### src/rtl/bru_pkg.sv
// Shared types and helpers for the branch resolve unit and its prediction queue.
package bru_pkg;

  localparam logic [31:0] INSTR_BYTES = 32'd4;

  typedef enum logic [0:0] {
    RUN     = 1'b0,
    RECOVER = 1'b1
  } bru_state_e;

  typedef struct packed {
    logic [31:0] pc;
    logic        pred_taken;
    logic [31:0] pred_addr;
  } bru_entry_t;

  localparam int ENTRY_W = $bits(bru_entry_t);

  // Next sequential-or-taken PC; the add wraps modulo 2^32.
  function automatic logic [31:0] next_pc(input logic [31:0] pc,
                                          input logic        taken,
                                          input logic [31:0] target);
    logic [31:0] seq_pc;
    seq_pc = pc + INSTR_BYTES;
    if (taken) begin
      return target;
    end else begin
      return seq_pc;
    end
  endfunction

endpackage

### src/rtl/bru_pred_fifo.sv
// In-order queue of fetch-stage predictions awaiting resolution in EXEC.
// Clear takes priority over push/pop so a flush empties the queue in one edge.
module bru_pred_fifo
  import bru_pkg::*;
#(
  parameter int DEPTH = 4
) (
  input  logic                   clk,
  input  logic                   rst_n,
  input  logic                   clr,
  input  logic                   push,
  input  logic                   pop,
  input  logic [ENTRY_W-1:0]     wdata,
  output logic [ENTRY_W-1:0]     rdata,
  output logic [$clog2(DEPTH):0] count
);

  localparam int PTR_W = $clog2(DEPTH);
  localparam int CNT_W = PTR_W + 1;

  logic [ENTRY_W-1:0] mem_r [DEPTH];
  logic [PTR_W-1:0]   wr_ptr_r;
  logic [PTR_W-1:0]   rd_ptr_r;
  logic [CNT_W-1:0]   count_r;
  logic               push_ok_s;
  logic               pop_ok_s;

  // Qualify requests against the current occupancy.
  always_comb begin
    push_ok_s = push && (count_r != CNT_W'(DEPTH));
    pop_ok_s  = pop && (count_r != CNT_W'(0));
  end

  // Pointer, occupancy and storage update.
  always_ff @(posedge clk) begin
    if (!rst_n) begin
      wr_ptr_r <= PTR_W'(0);
      rd_ptr_r <= PTR_W'(0);
      count_r  <= CNT_W'(0);
      for (int i = 0; i < DEPTH; i++) begin
        mem_r[i] <= {ENTRY_W{1'b0}};
      end
    end else if (clr) begin
      wr_ptr_r <= PTR_W'(0);
      rd_ptr_r <= PTR_W'(0);
      count_r  <= CNT_W'(0);
    end else begin
      if (push_ok_s) begin
        mem_r[wr_ptr_r] <= wdata;
        wr_ptr_r        <= wr_ptr_r + PTR_W'(1);
      end
      if (pop_ok_s) begin
        rd_ptr_r <= rd_ptr_r + PTR_W'(1);
      end
      case ({push_ok_s, pop_ok_s})
        2'b10:   count_r <= count_r + CNT_W'(1);
        2'b01:   count_r <= count_r - CNT_W'(1);
        default: count_r <= count_r;
      endcase
    end
  end

  assign rdata = mem_r[rd_ptr_r];
  assign count = count_r;

endmodule

### src/rtl/branch_resolve_unit.sv
// Resolves queued fetch predictions against EXEC outcomes; issues predictor feedback,
// redirect and flush. Optional mispredict counter: define BRU_PERF_COUNTERS_EN.
module branch_resolve_unit
  import bru_pkg::*;
#(
  parameter int DEPTH = 4,
  parameter int CNT_W = 16
) (
  input  logic        clk,
  input  logic        rst_n,
  input  logic        f_valid,
  input  logic [31:0] f_pc,
  input  logic        f_predict_valid,
  input  logic [31:0] f_predict_addr,
  output logic        f_stall,
  input  logic        x_valid,
  input  logic        x_is_branch,
  input  logic        x_taken,
  input  logic [31:0] x_target,
  output logic        fb_valid,
  output logic [31:0] fb_pc,
  output logic        fb_taken,
  output logic        redirect_valid,
  output logic [31:0] redirect_pc,
  output logic        flush
`ifdef BRU_PERF_COUNTERS_EN
  ,
  output logic [CNT_W-1:0] mispredict_cnt
`endif
);

  localparam int QCNT_W = $clog2(DEPTH) + 1;

  bru_state_e         state_r;
  bru_state_e         state_nxt_s;
  logic [QCNT_W-1:0]  count_s;
  logic [ENTRY_W-1:0] rdata_s;
  logic [ENTRY_W-1:0] wdata_s;
  bru_entry_t         head_s;
  bru_entry_t         new_s;
  logic               push_s;
  logic               pop_s;
  logic               mispred_s;
  logic [31:0]        pred_next_s;
  logic [31:0]        actual_next_s;

  // Stall is a pure decode of registered queue occupancy and FSM state.
  assign f_stall = (count_s == QCNT_W'(DEPTH)) || (state_r == RECOVER);

  assign head_s  = bru_entry_t'(rdata_s);
  assign wdata_s = ENTRY_W'(new_s);

  // Push/pop qualification, next-PC compare and FSM next state.
  always_comb begin
    new_s.pc         = f_pc;
    new_s.pred_taken = f_predict_valid;
    new_s.pred_addr  = f_predict_addr;
    push_s        = f_valid && !f_stall && (state_r == RUN);
    pop_s         = x_valid && (count_s != QCNT_W'(0)) && (state_r == RUN);
    pred_next_s   = next_pc(head_s.pc, head_s.pred_taken, head_s.pred_addr);
    actual_next_s = next_pc(head_s.pc, x_is_branch && x_taken, x_target);
    mispred_s     = pop_s && (pred_next_s != actual_next_s);
    state_nxt_s   = state_r;
    case (state_r)
      RUN: begin
        if (mispred_s) begin
          state_nxt_s = RECOVER;
        end else begin
          state_nxt_s = RUN;
        end
      end
      RECOVER: state_nxt_s = RUN;
      default: state_nxt_s = RUN;
    endcase
  end

  // A mispredict clears the queue, which also discards any same-cycle push.
  bru_pred_fifo #(.DEPTH(DEPTH)) u_fifo (
    .clk   (clk),
    .rst_n (rst_n),
    .clr   (mispred_s),
    .push  (push_s),
    .pop   (pop_s),
    .wdata (wdata_s),
    .rdata (rdata_s),
    .count (count_s)
  );

  // FSM state register.
  always_ff @(posedge clk) begin
    if (!rst_n) begin
      state_r <= RUN;
    end else begin
      state_r <= state_nxt_s;
    end
  end

  // One-cycle feedback / redirect strobes; payloads are zero when not strobed.
  always_ff @(posedge clk) begin
    if (!rst_n) begin
      fb_valid       <= 1'b0;
      fb_pc          <= 32'd0;
      fb_taken       <= 1'b0;
      redirect_valid <= 1'b0;
      redirect_pc    <= 32'd0;
      flush          <= 1'b0;
    end else begin
      fb_valid       <= pop_s && x_is_branch;
      fb_pc          <= (pop_s && x_is_branch) ? head_s.pc : 32'd0;
      fb_taken       <= pop_s && x_is_branch && x_taken;
      redirect_valid <= mispred_s;
      redirect_pc    <= mispred_s ? actual_next_s : 32'd0;
      flush          <= mispred_s;
    end
  end

`ifdef BRU_PERF_COUNTERS_EN
  // Saturating mispredict counter.
  always_ff @(posedge clk) begin
    if (!rst_n) begin
      mispredict_cnt <= {CNT_W{1'b0}};
    end else if (mispred_s && (mispredict_cnt != {CNT_W{1'b1}})) begin
      mispredict_cnt <= mispredict_cnt + CNT_W'(1);
    end else begin
      mispredict_cnt <= mispredict_cnt;
    end
  end
`endif

endmodule

### config.mk
export PLATFORM = sky130hd
export DESIGN_NAME = branch_resolve_unit
export DESIGN_NICKNAME = d
export VERILOG_FILES = /design/src/rtl/bru_pkg.sv /design/src/rtl/bru_pred_fifo.sv /design/src/rtl/branch_resolve_unit.sv
export SDC_FILE = /design/constraint.sdc
export NUM_CORES = 1
export LEC_CHECK = 0
export ABC_CLOCK_PERIOD_IN_PS = 8500
export BUFFER_PORTS_ARGS = -buffer_cell sky130_fd_sc_hd__buf_2
export CAP_MARGIN = 40
export CORE_MARGIN = 1.5
export CORE_UTILIZATION = 45
export CTS_CLUSTER_SIZE = 40
export DETAILED_ROUTE_END_ITERATION = 8
export GPL_TIMING_DRIVEN = 0
export MAX_ROUTING_LAYER = met4
export PLACE_DENSITY_LB_ADDON = 0.12
export SLEW_MARGIN = 20
export SYNTH_ARGS = -nofsm -noshare
export SYNTH_HDL_FRONTEND = slang
export SYNTH_SLANG_ARGS = --single-unit
export TNS_END_PERCENT = 10
### constraint.sdc
create_clock -name clk -period 8.5 [get_ports clk]
set_input_delay 1.7 -clock clk [delete_from_list [all_inputs] [get_ports clk]]
set_output_delay 1.7 -clock clk [all_outputs]
set_load 0.005 [all_outputs]
==> results of run 1 <==
[worst max-delay path, stage by stage (launching register included)]
cell and delay, ns:
dfxtp_1 0.32, buf_4 0.20, buf_4 0.27, buf_2 0.36, mux4_2 0.29, buf_2 0.32
ha_1 0.49, nor2b_1 0.28, o2bb2ai_2 0.21, nand4_2 0.40, o41ai_1 0.61, nor4_1 0.17
a2111oi_2 0.39, nand4_1 0.20, a2111oi_4 0.32, a41o_1 0.26, buf_6 0.20, buf_6 0.23
o21a_4 0.54, buf_12 0.32
[power by group]
part	switching (mW)	internal (mW)
logic	2.21	1.04
clock network	0.711	1.01
registers	0.0944	2.19
[placed cells by master (no fill, tap or decap), types with 13 or more instances in the layout]
cell,netlist,final
a211oi_1,28,28
nor4_1,15,15
nand3_1,279,279
o21ai_0,23,23
and3_1,13,13
edfxtp_1,260,260
a21oi_1,20,20
clkbuf_1,83,90
nor3_2,220,220
xor2_1,35,35
nand4_1,19,19
buf_2,23,195
xnor2_1,46,46
buf_6,43,45
nor3_1,57,57
dfxtp_1,77,77
nor2_1,59,59
and2_1,43,43
mux4_2,65,65
clkbuf_16,0,42
nand2_1,45,45
[sequential cells by signal (all words and copies together) (netlist names), 2 cells and up, named ones only]
register and flops:
u_fifo.rd_ptr_r 2, u_fifo.mem_r 260, fb_pc 32, redirect_pc 32
u_fifo.wr_ptr_r 2, u_fifo.count 3
[layer usage]
metal | share of wire, % | up-vias | global-route usage [%]
met5 | 0 | - | -
met3 | 8.0 | 145 | 5.25
li1 | - | 6620 | -
met4 | 3.5 | 0 | 12.2
met1 | 41 | 7591 | 43.6
met2 | 47 | 783 | 51.4
[cell families after synthesis]
family | Yosys count | synth area share (%)
adders and majority gates | 3 | 0.235
and+or+nand+nor | 797 | 27.4
xor gates and xnor gates | 85 | 4.16
muxes | 77 | 8.29
AOI/OAI and AO/OA | 139 | 5.44
buffers and inverters | 176 | 5.69
DFF | 337 | 48.8
[stage by stage]
step / cells / setup slack (ns)
after floorplan: 1614 / 1.11
after global placement: 2324 / -3.31
after detailed placement: 2335 / 1.94
after CTS: 2406 / 1.88
after global routing: 2410 / 1.43
final: 2410 / 1.73
[layout make-up]
class	count	area, µm²	area share, %
Sequential cell	337	9350	42.0
Multi-Input combinational cell	1101	8750	39.3
Clock buffer	51	1100	4.96
Timing Repair Buffer	183	1080	4.87
Buffer	164	1040	4.69
Tap cell	539	674	3.03
Clock inverter	20	200	0.899
Inverter	12	45.0	0.202
Antenna cell	3	7.51	0.0337
[worst min path at each step]
stage | to | slack, ns | cells after the start
global placement | u_fifo.count[1] | 0.56 | 2
CTS | u_fifo.count[1] | 0.57 | 2
detailed placement | u_fifo.count[1] | 0.55 | 2
finish | u_fifo.count[1] | 0.56 | 2
floorplan | u_fifo.count[1] | 0.52 | 2
global route | u_fifo.rd_ptr_r[0] | 0.61 | 2
==> flow_metrics.tcl, run 1 <==
set metrics [dict create \
    syn_area_per_cell_um2 11.9 \
    final_area_mm2 0.0223 \
    ys_types 86 \
    insertion_delay_ns 0.58 \
    synth_seq_cells 337 \
    power_mw 7.26 \
    die_x_um 209 \
    drive_gt1_share_pct 34.2 \
    cts_setup_buffers 0 \
    hold_path_startpoint "u_fifo.count[1]" \
    ys_warn_count 0 \
    rr_worst_depth 19 \
    netlist_area_mm2 0.0191 \
    cts_buffers 40 \
    hold_buffers 0 \
    rsz0062_at_grt "false" \
    nNetsFinal 1945 \
    ir_drop_mv 0.158 \
    cellLeakagePower_nw 8.49 \
    ios 172 \
    synthCells 1614 \
    clk_pin_slew_ns 0.06 \
    vias 15100 \
    hold_path.class "flop to flop" \
    core_mm2 0.0419 \
    grt_pass1_wl_um 102000 \
    via_per_inst 6.28 \
    grt.total_usage_pct 33.0 \
    status "complete, no violations" \
    syn_to_final_growth_pct 16.2 \
    antenna_found_initial 4 \
    place_area_mm2 0.0209 \
    fin_skew_ns 0.0243 \
    crit_path_end_kind "flop" \
    hold_ws_ns 0.565 \
    start_kind "flop" \
    drt_iter0_drc 1464 \
    dieArea_mm2 0.0438 \
    h-tree-depth 2 \
    final_antenna_net_count 0 \
    grt-ovfl-total 0 \
    worstPathRequired_ns 8.74 \
    clock_path_buffers 3 \
    routedWlPerCell_um 29.0 \
    grt_start_max_net_pins 43 \
    cts.sink_count 337 \
    post-route-period-util_pct 79.6 \
    reg2reg_slack_ns 1.73 \
    drv_cap 0 \
    max_freq_mhz 148 \
    rr_endpoint "u_fifo.mem_r[0][36]" \
    synth_commonest_cells "nand3_1, edfxtp_1, nor3_2" \
    cp-endpoint "u_fifo.mem_r[0][36]" \
    powerDensity_mw_per_mm2 326 \
    slew_viol_final 0 \
    fillers 3680 \
    ys_seq_area_share_pct 48.8 \
    synth_edf_count 260 \
    cts_tree "built" \
    final-hold-violation-count 0 \
    worst_slew_pin_slew_ns 0.900 \
    grt_pass1_vias 14900 \
    dr.pass1.iters 5 \
    max_slew_margin_pct 39.7 \
    routabilityCongestion 0.996 \
    synthTopCellsByArea "edfxtp_1, nor3_2, dfxtp_1" \
    crit_path_max_fanout 34 \
    async_reset_ff_share_pct 0 \
    initial_core_util_pct 45.6 \
    critPathKind "flop to flop" \
    die_h_um 209 \
    synth.largest_area_cell "edfxtp_1" \
    syn_nets 1720 \
    fin_crit_ns 6.77 \
    synth_top_cell_area_share_pct 40.8 \
    final_util_pct 53.1 \
    synthFlopType "edfxtp_1" \
    yosysMostFrequentCell "nand3_1" \
    portBuffers 171 \
    fin_setup_tns_ns 0 \
    setup_viol 0 \
    dp_hpwl_um 49800 \
    finalWirelength_um 69900 \
    cts_root_buffer "clkbuf_16" \
    arrival_ns 7.01 \
    drc 0 \
    post_cts_resized 0 \
    fp-row-count 75 \
]
Power figures use the tool's default switching activity.
==> run 2: changes to the inputs <==
- ABC_CLOCK_PERIOD_IN_PS: 8500 -> 6400
- clock period: 8.5 -> 6.4 ns (I/O delays scaled with it)
==> run 2 against run 1 <==
Cell area hardly changed. Global-route usage fell by 0.20 points. Cell count rose by 0.17%. Maximum frequency up 7.9%. Critical path type unchanged. Largest power group unchanged. Highest routed layer unchanged.
==> flow_metrics.tcl, run 2 (synthesis gave the netlist of run 1 again) <==
set metrics [dict create \
    drv_cap 0 \
    top_regs "u_fifo.mem_r x260, fb_pc x32, redirect_pc x32" \
    antenna_found_initial 4 \
    clk_pin_slew_ns 0.06 \
    worstPathRequired_ns 6.63 \
    drc 0 \
    crit_slowest_cell "nor4_4" \
    timing.final.ws_setup_ns 0.127 \
    hold_path_startpoint "u_fifo.rd_ptr_r[1]" \
    core_mm2 0.0419 \
    final_antenna_net_count 0 \
    min_to "u_fifo.rd_ptr_r[1]" \
    final_area_mm2 0.0222 \
    fin_setup_tns_ns 0 \
    grt_pass1_vias 15100 \
    drive_gt1_share_pct 34.6 \
    grt.total_usage_pct 32.8 \
    dieArea_mm2 0.0438 \
    cts_tree "built" \
    final_common_cell "nand3_1" \
    cellLeakagePower_nw 8.51 \
    grt_start_max_net_pins 43 \
    via_per_inst 6.26 \
    die_x_um 209 \
    largest_reg_flops 260 \
    slew_viol_final 0 \
    max_freq_mhz 159 \
    routedWlPerCell_um 28.7 \
    fp-row-count 75 \
    fin_skew_ns 0.0235 \
    cts.sink_count 337 \
    fin_crit_ns 6.27 \
    top_register "u_fifo.mem_r" \
    finalNonFillerCells 2414 \
    rsz0062_at_grt "false" \
    crit_path_max_fanout 38 \
    max_slew_margin_pct 40.3 \
    status "complete, no violations" \
    critPathKind "flop to flop" \
    reg2reg_slack_ns 0.13 \
    dp_cells 2333 \
    routabilityCongestion 0.991 \
    layout_common_cells "nand3_1, edfxtp_1, nor3_2, buf_2, clkbuf_1" \
    setup_viol 0 \
    rr_worst_depth 19 \
    rr_endpoint "u_fifo.mem_r[0][37]" \
    nNetsFinal 1948 \
    drt_iter0_drc 1792 \
    cp_slowest_stage_delay_ns 0.63 \
    min_delay_path_depth 2 \
    cts_root_buffer "clkbuf_16" \
    worst_slew_pin_slew_ns 0.891 \
    crit_path_end_kind "flop" \
    hold_path.class "flop to flop" \
    h-tree-depth 2 \
    powerDensity_mw_per_mm2 428 \
    fillers 3696 \
    finalWirelength_um 69200 \
    seqCellArea_mm2 0.00935 \
    grt-ovfl-total 0 \
    multiInputGateArea_mm2 0.00881 \
    grt_pass1_wl_um 101000 \
    initial_core_util_pct 45.6 \
    ir_drop_mv 0.180 \
    place_area_mm2 0.0209 \
    cts_buffers 39 \
    insertion_delay_ns 0.57 \
    die_h_um 209 \
    arrival_ns 6.50 \
    preCtsSetupSlack_ns -0.188 \
    ios 172 \
    cp_cell_sequence "buf_4 -> buf_4 -> buf_2 -> mux4_2 -> buf_2 -> ha_1 -> nor2b_1 -> a2bb2oi_1 -> nor4_4 -> nand4_1 -> xor2_2 -> xnor2_1 -> a211o_1 -> a221oi_2 -> a41o_1 -> buf_6 -> buf_6 -> o21a_4 -> buf_16" \
    syn_to_final_growth_pct 16.2 \
    dr.pass1.iters 5 \
    vias 15100 \
    final-hold-violation-count 0 \
    dp_hpwl_um 49200 \
    clock_path_buffers 3 \
    start_kind "flop" \
    post-route-period-util_pct 98.0 \
    portBuffers 171 \
]
==> run 2: cell count changes in the layout (fill, tap and decap cells not counted), sizes merged <==
cell	delta
diode	+2
o21a	+3
clkinv	+2
buf	+1
inv	+2
clkinvlp	-3
clkbuf	-2
bufinv	-1
==> run 2: how the worst max path moves through the flow <==
stage / to / slack [ns] / depth (start not counted) / start
6_report: u_fifo.mem_r[0][37] / 0.13 / 19 / flop
5_1_grt: u_fifo.mem_r[1][19] / 0.01 / 19 / flop
4_1_cts: u_fifo.mem_r[2][30] / 0.004 / 19 / flop
3_5_place_dp: u_fifo.mem_r[0][19] / -0.19 / 19 / flop
3_3_place_gp: u_fifo.mem_r[3][20] / -2.47 / 17 / flop
2_1_floorplan: u_fifo.mem_r[3][0] / 0.42 / 17 / flop
==> run 2: per-stage QoR <==
step	total power, mW	hold WS, ns	util, %
6_report	9.53	0.562	53.0
5_1_grt	9.86	0.599	53.0
4_1_cts	9.47	0.567	52.9
3_5_place_dp	7.29	0.547	49.9
3_3_place_gp	7.24	0.555	49.3
2_1_floorplan	5.75	0.524	-
==> run 2: repair_timing <==
item                                    CTS  global route
endpoints found under the hold margin     0             0
setup buffers                             0             3
hold buffers                              0             0
cloned                                    1             2
gates resized for setup                   2             2
endpoints found under the setup margin  137           167
==> run 2: power by group <==
group / total, mW / internal (mW) / switching [mW]
logic: 4.31 / 1.39 / 2.92
registers: 3.03 / 2.91 / 0.127
clock network: 2.19 / 1.26 / 0.926
==> run 2: layout make-up <==
class | count | share of cell area, %
Antenna cell | 5 | 0.0562
Buffer | 164 | 4.70
Clock buffer | 49 | 4.79
Clock inverter | 20 | 0.709
Inverter | 12 | 0.202
Multi-Input combinational cell | 1104 | 39.6
Sequential cell | 337 | 42.0
Tap cell | 539 | 3.03
Timing Repair Buffer | 184 | 4.91
==> run 2: routing by layer <==
layer / track usage [%] / wire length [µm] / vias to the layer above
li1: - / - / 6642
met1: 43.4 / 28600 / 7546
met2: 50.9 / 32200 / 777
met3: 4.53 / 5630 / 157
met4: 13.8 / 2660 / 0
met5: - / 0 / -
==> run 2: worst max-delay path, delay by kind of cell (launching register included) <==
family	cells	cell delay (ns)
and+or+nand+nor	3	1.13
xor gates and xnor gates	2	0.47
adders and majority gates	1	0.41
muxes	1	0.27
AOI/OAI and AO/OA	5	1.38
DFF	1	0.33
buffers and inverters	7	1.88
==> run 3: changes to the inputs <==
- CORE_MARGIN: 1.5 -> 4
- CTS_CLUSTER_SIZE: 40 -> 12
==> run 3 against run 2 <==
Clock-buffer cell count increased by 5. Wire length increased by 1.2%. First-iteration DRC count decreased by 6.7%. Sequential share of layout area decreased by 0.18 points. Clock power increased by 4%. Maximum frequency increased by 2.4%. Core utilization increased by 0.11 points. Flip-flop and latch count unchanged. Via count increased by 0.40%.
==> flow_metrics.tcl, run 3 (synthesis gave the netlist of run 1 again) <==
set metrics [dict create \
    ir_drop_mv 0.186 \
    worst_slew_pin_slew_ns 0.853 \
    power_frac_clock_pct 23.7 \
    finalWirelength_um 70000 \
    grt-ovfl-total 0 \
    routedWlPerCell_um 29.0 \
    h-tree-depth 2 \
    p_seq_share_pct 31.4 \
    p_sw_share_pct 41.5 \
    die_h_um 214 \
    cts.sink_count 337 \
    crit_buf_inv 7 \
    dr.pass1.iters 6 \
    routabilityCongestion 0.996 \
    die_x_um 214 \
    via_per_inst 6.29 \
    hold_ws_ns 0.574 \
    worstPathRequired_ns 6.66 \
    final_antenna_net_count 0 \
    fin_skew_ns 0.0183 \
    nNetsFinal 1949 \
    clk_pin_slew_ns 0.06 \
    grt_start_max_net_pins 39 \
    status "complete, no violations" \
    intPower_mw 5.65 \
    net-switching-power_mw 4.00 \
    critPathKind "flop to flop" \
    fp-row-count 75 \
    cts_buffers 39 \
    dp_hpwl_um 49900 \
    fin_crit_ns 6.12 \
    grt_pass1_vias 15100 \
    dieArea_mm2 0.0459 \
    final_common_cell "nand3_1" \
    syn_to_final_growth_pct 16.7 \
    portBuffers 171 \
    drc 0 \
    grt.total_usage_pct 30.7 \
    cts_root_buffer "clkbuf_16" \
    max_slew_margin_pct 42.7 \
    p_comb_share_pct 44.9 \
    top_regs "u_fifo.mem_r x260, fb_pc x32, redirect_pc x32" \
    max_freq_mhz 163 \
    drive_gt1_share_pct 34.7 \
    final_area_mm2 0.0223 \
    antenna_found_initial 2 \
    setup_viol 0 \
    dp_cells 2335 \
    cellLeakagePower_nw 8.54 \
    finalNonFillerCells 2413 \
    drv_cap 0 \
    grt_pass1_wl_um 103000 \
    final-hold-violation-count 0 \
    start_kind "flop" \
    cp_cell_sequence "buf_4 -> buf_4 -> clkbuf_4 -> mux4_2 -> buf_2 -> ha_2 -> nor2b_1 -> o2bb2ai_2 -> nand4_4 -> or4_1 -> and2_1 -> xor2_1 -> o2111ai_1 -> a221oi_2 -> a41o_1 -> buf_6 -> buf_6 -> o21a_4 -> buf_16" \
    ios 172 \
    arrival_ns 6.38 \
    rsz0062_at_grt "false" \
    top_register "u_fifo.mem_r" \
    hold_path.class "flop to flop" \
    place_area_mm2 0.0210 \
    drt_iter0_drc 1672 \
    crit_path_end_kind "flop" \
    cp_slowest_stage_delay_ns 0.58 \
    clock_path_buffers 3 \
    crit_path_max_fanout 35 \
    insertion_delay_ns 0.58 \
    power_mw 9.66 \
    hold_path_startpoint "u_fifo.count[2]" \
    powerDensity_mw_per_mm2 432 \
    initial_core_util_pct 45.5 \
    crit_slowest_cell "or4_1" \
    final_util_pct 53.1 \
    largest_reg_flops 260 \
    cp_top_family "buffers and inverters" \
    layout_common_cells "nand3_1, edfxtp_1, nor3_2, buf_2, clkbuf_1" \
    cts_tree "built" \
    post-route-period-util_pct 95.7 \
    slew_viol_final 0 \
    vias 15200 \
    core_mm2 0.0420 \
]
[run 3: worst register-to-register path, cell delays in order (launching register included)]
cell and delay [ns]:
dfxtp_1 0.31, buf_4 0.20, buf_4 0.28, clkbuf_4 0.31
mux4_2 0.25, buf_2 0.31, ha_2 0.38, nor2b_1 0.24
o2bb2ai_2 0.22, nand4_4 0.29, or4_1 0.59, and2_1 0.20
xor2_1 0.20, o2111ai_1 0.21, a221oi_2 0.38, a41o_1 0.25
buf_6 0.20, buf_6 0.27, o21a_4 0.40, buf_16 0.29
[run 3: per-layer routing]
layer	GRT usage [%]	vias up	wire (µm)
met3	5.85	154	6090
li1	-	6624	-
met2	48.1	791	32700
met5	-	-	0
met1	40.2	7614	28300
met4	11.0	0	2890
[run 3: power groups by stage]
stage	Clock (mW)	Sequential (mW)	Combinational (mW)
after global placement	0	3.10	4.14
after global routing	2.40	3.07	4.56
final	2.28	3.03	4.34
after detailed placement	0	3.08	4.23
after floorplan	0	3.05	2.70
after CTS	2.31	3.04	4.26
[run 3: final cells by class]
cell class	instances	area (µm²)
antenna	1	2.50
buffer	164	1050
clock buffer	54	1120
clock inverter	17	180
fill	3748	19700
inverter	12	45.0
multi-input combinational	1104	8810
sequential	337	9350
tap	539	674
timing repair buffer	185	1110
[run 3: what timing repair did]
item                                   in CTS  in global routing
gates cloned                                0                  3
setup endpoints to repair                 131                147
hold buffers                                0                  0
resized for setup                           3                  4
setup buffers                               1                  2
endpoints found under the hold margin       0                  0
[run 3: path summary, 6_finish.rpt]
check / cells past startpoint / slack (ns) / to
min: 2 / 0.57 / u_fifo.count[2]
max: 19 / 0.28 / u_fifo.mem_r[2][20]
max reg2reg: 19 / 0.28 / u_fifo.mem_r[2][20]
min reg2reg: 2 / 0.57 / u_fifo.count[2]
[run 3: through the flow]
stage / setup TNS (ns) / setup WS, ns
final: 0 / 0.276
after CTS: 0 / 0.00188
after global routing: 0 / 0.0228
after detailed placement: -14.83 / -0.242
after global placement: -666.05 / -2.81
after floorplan: 0 / 0.418
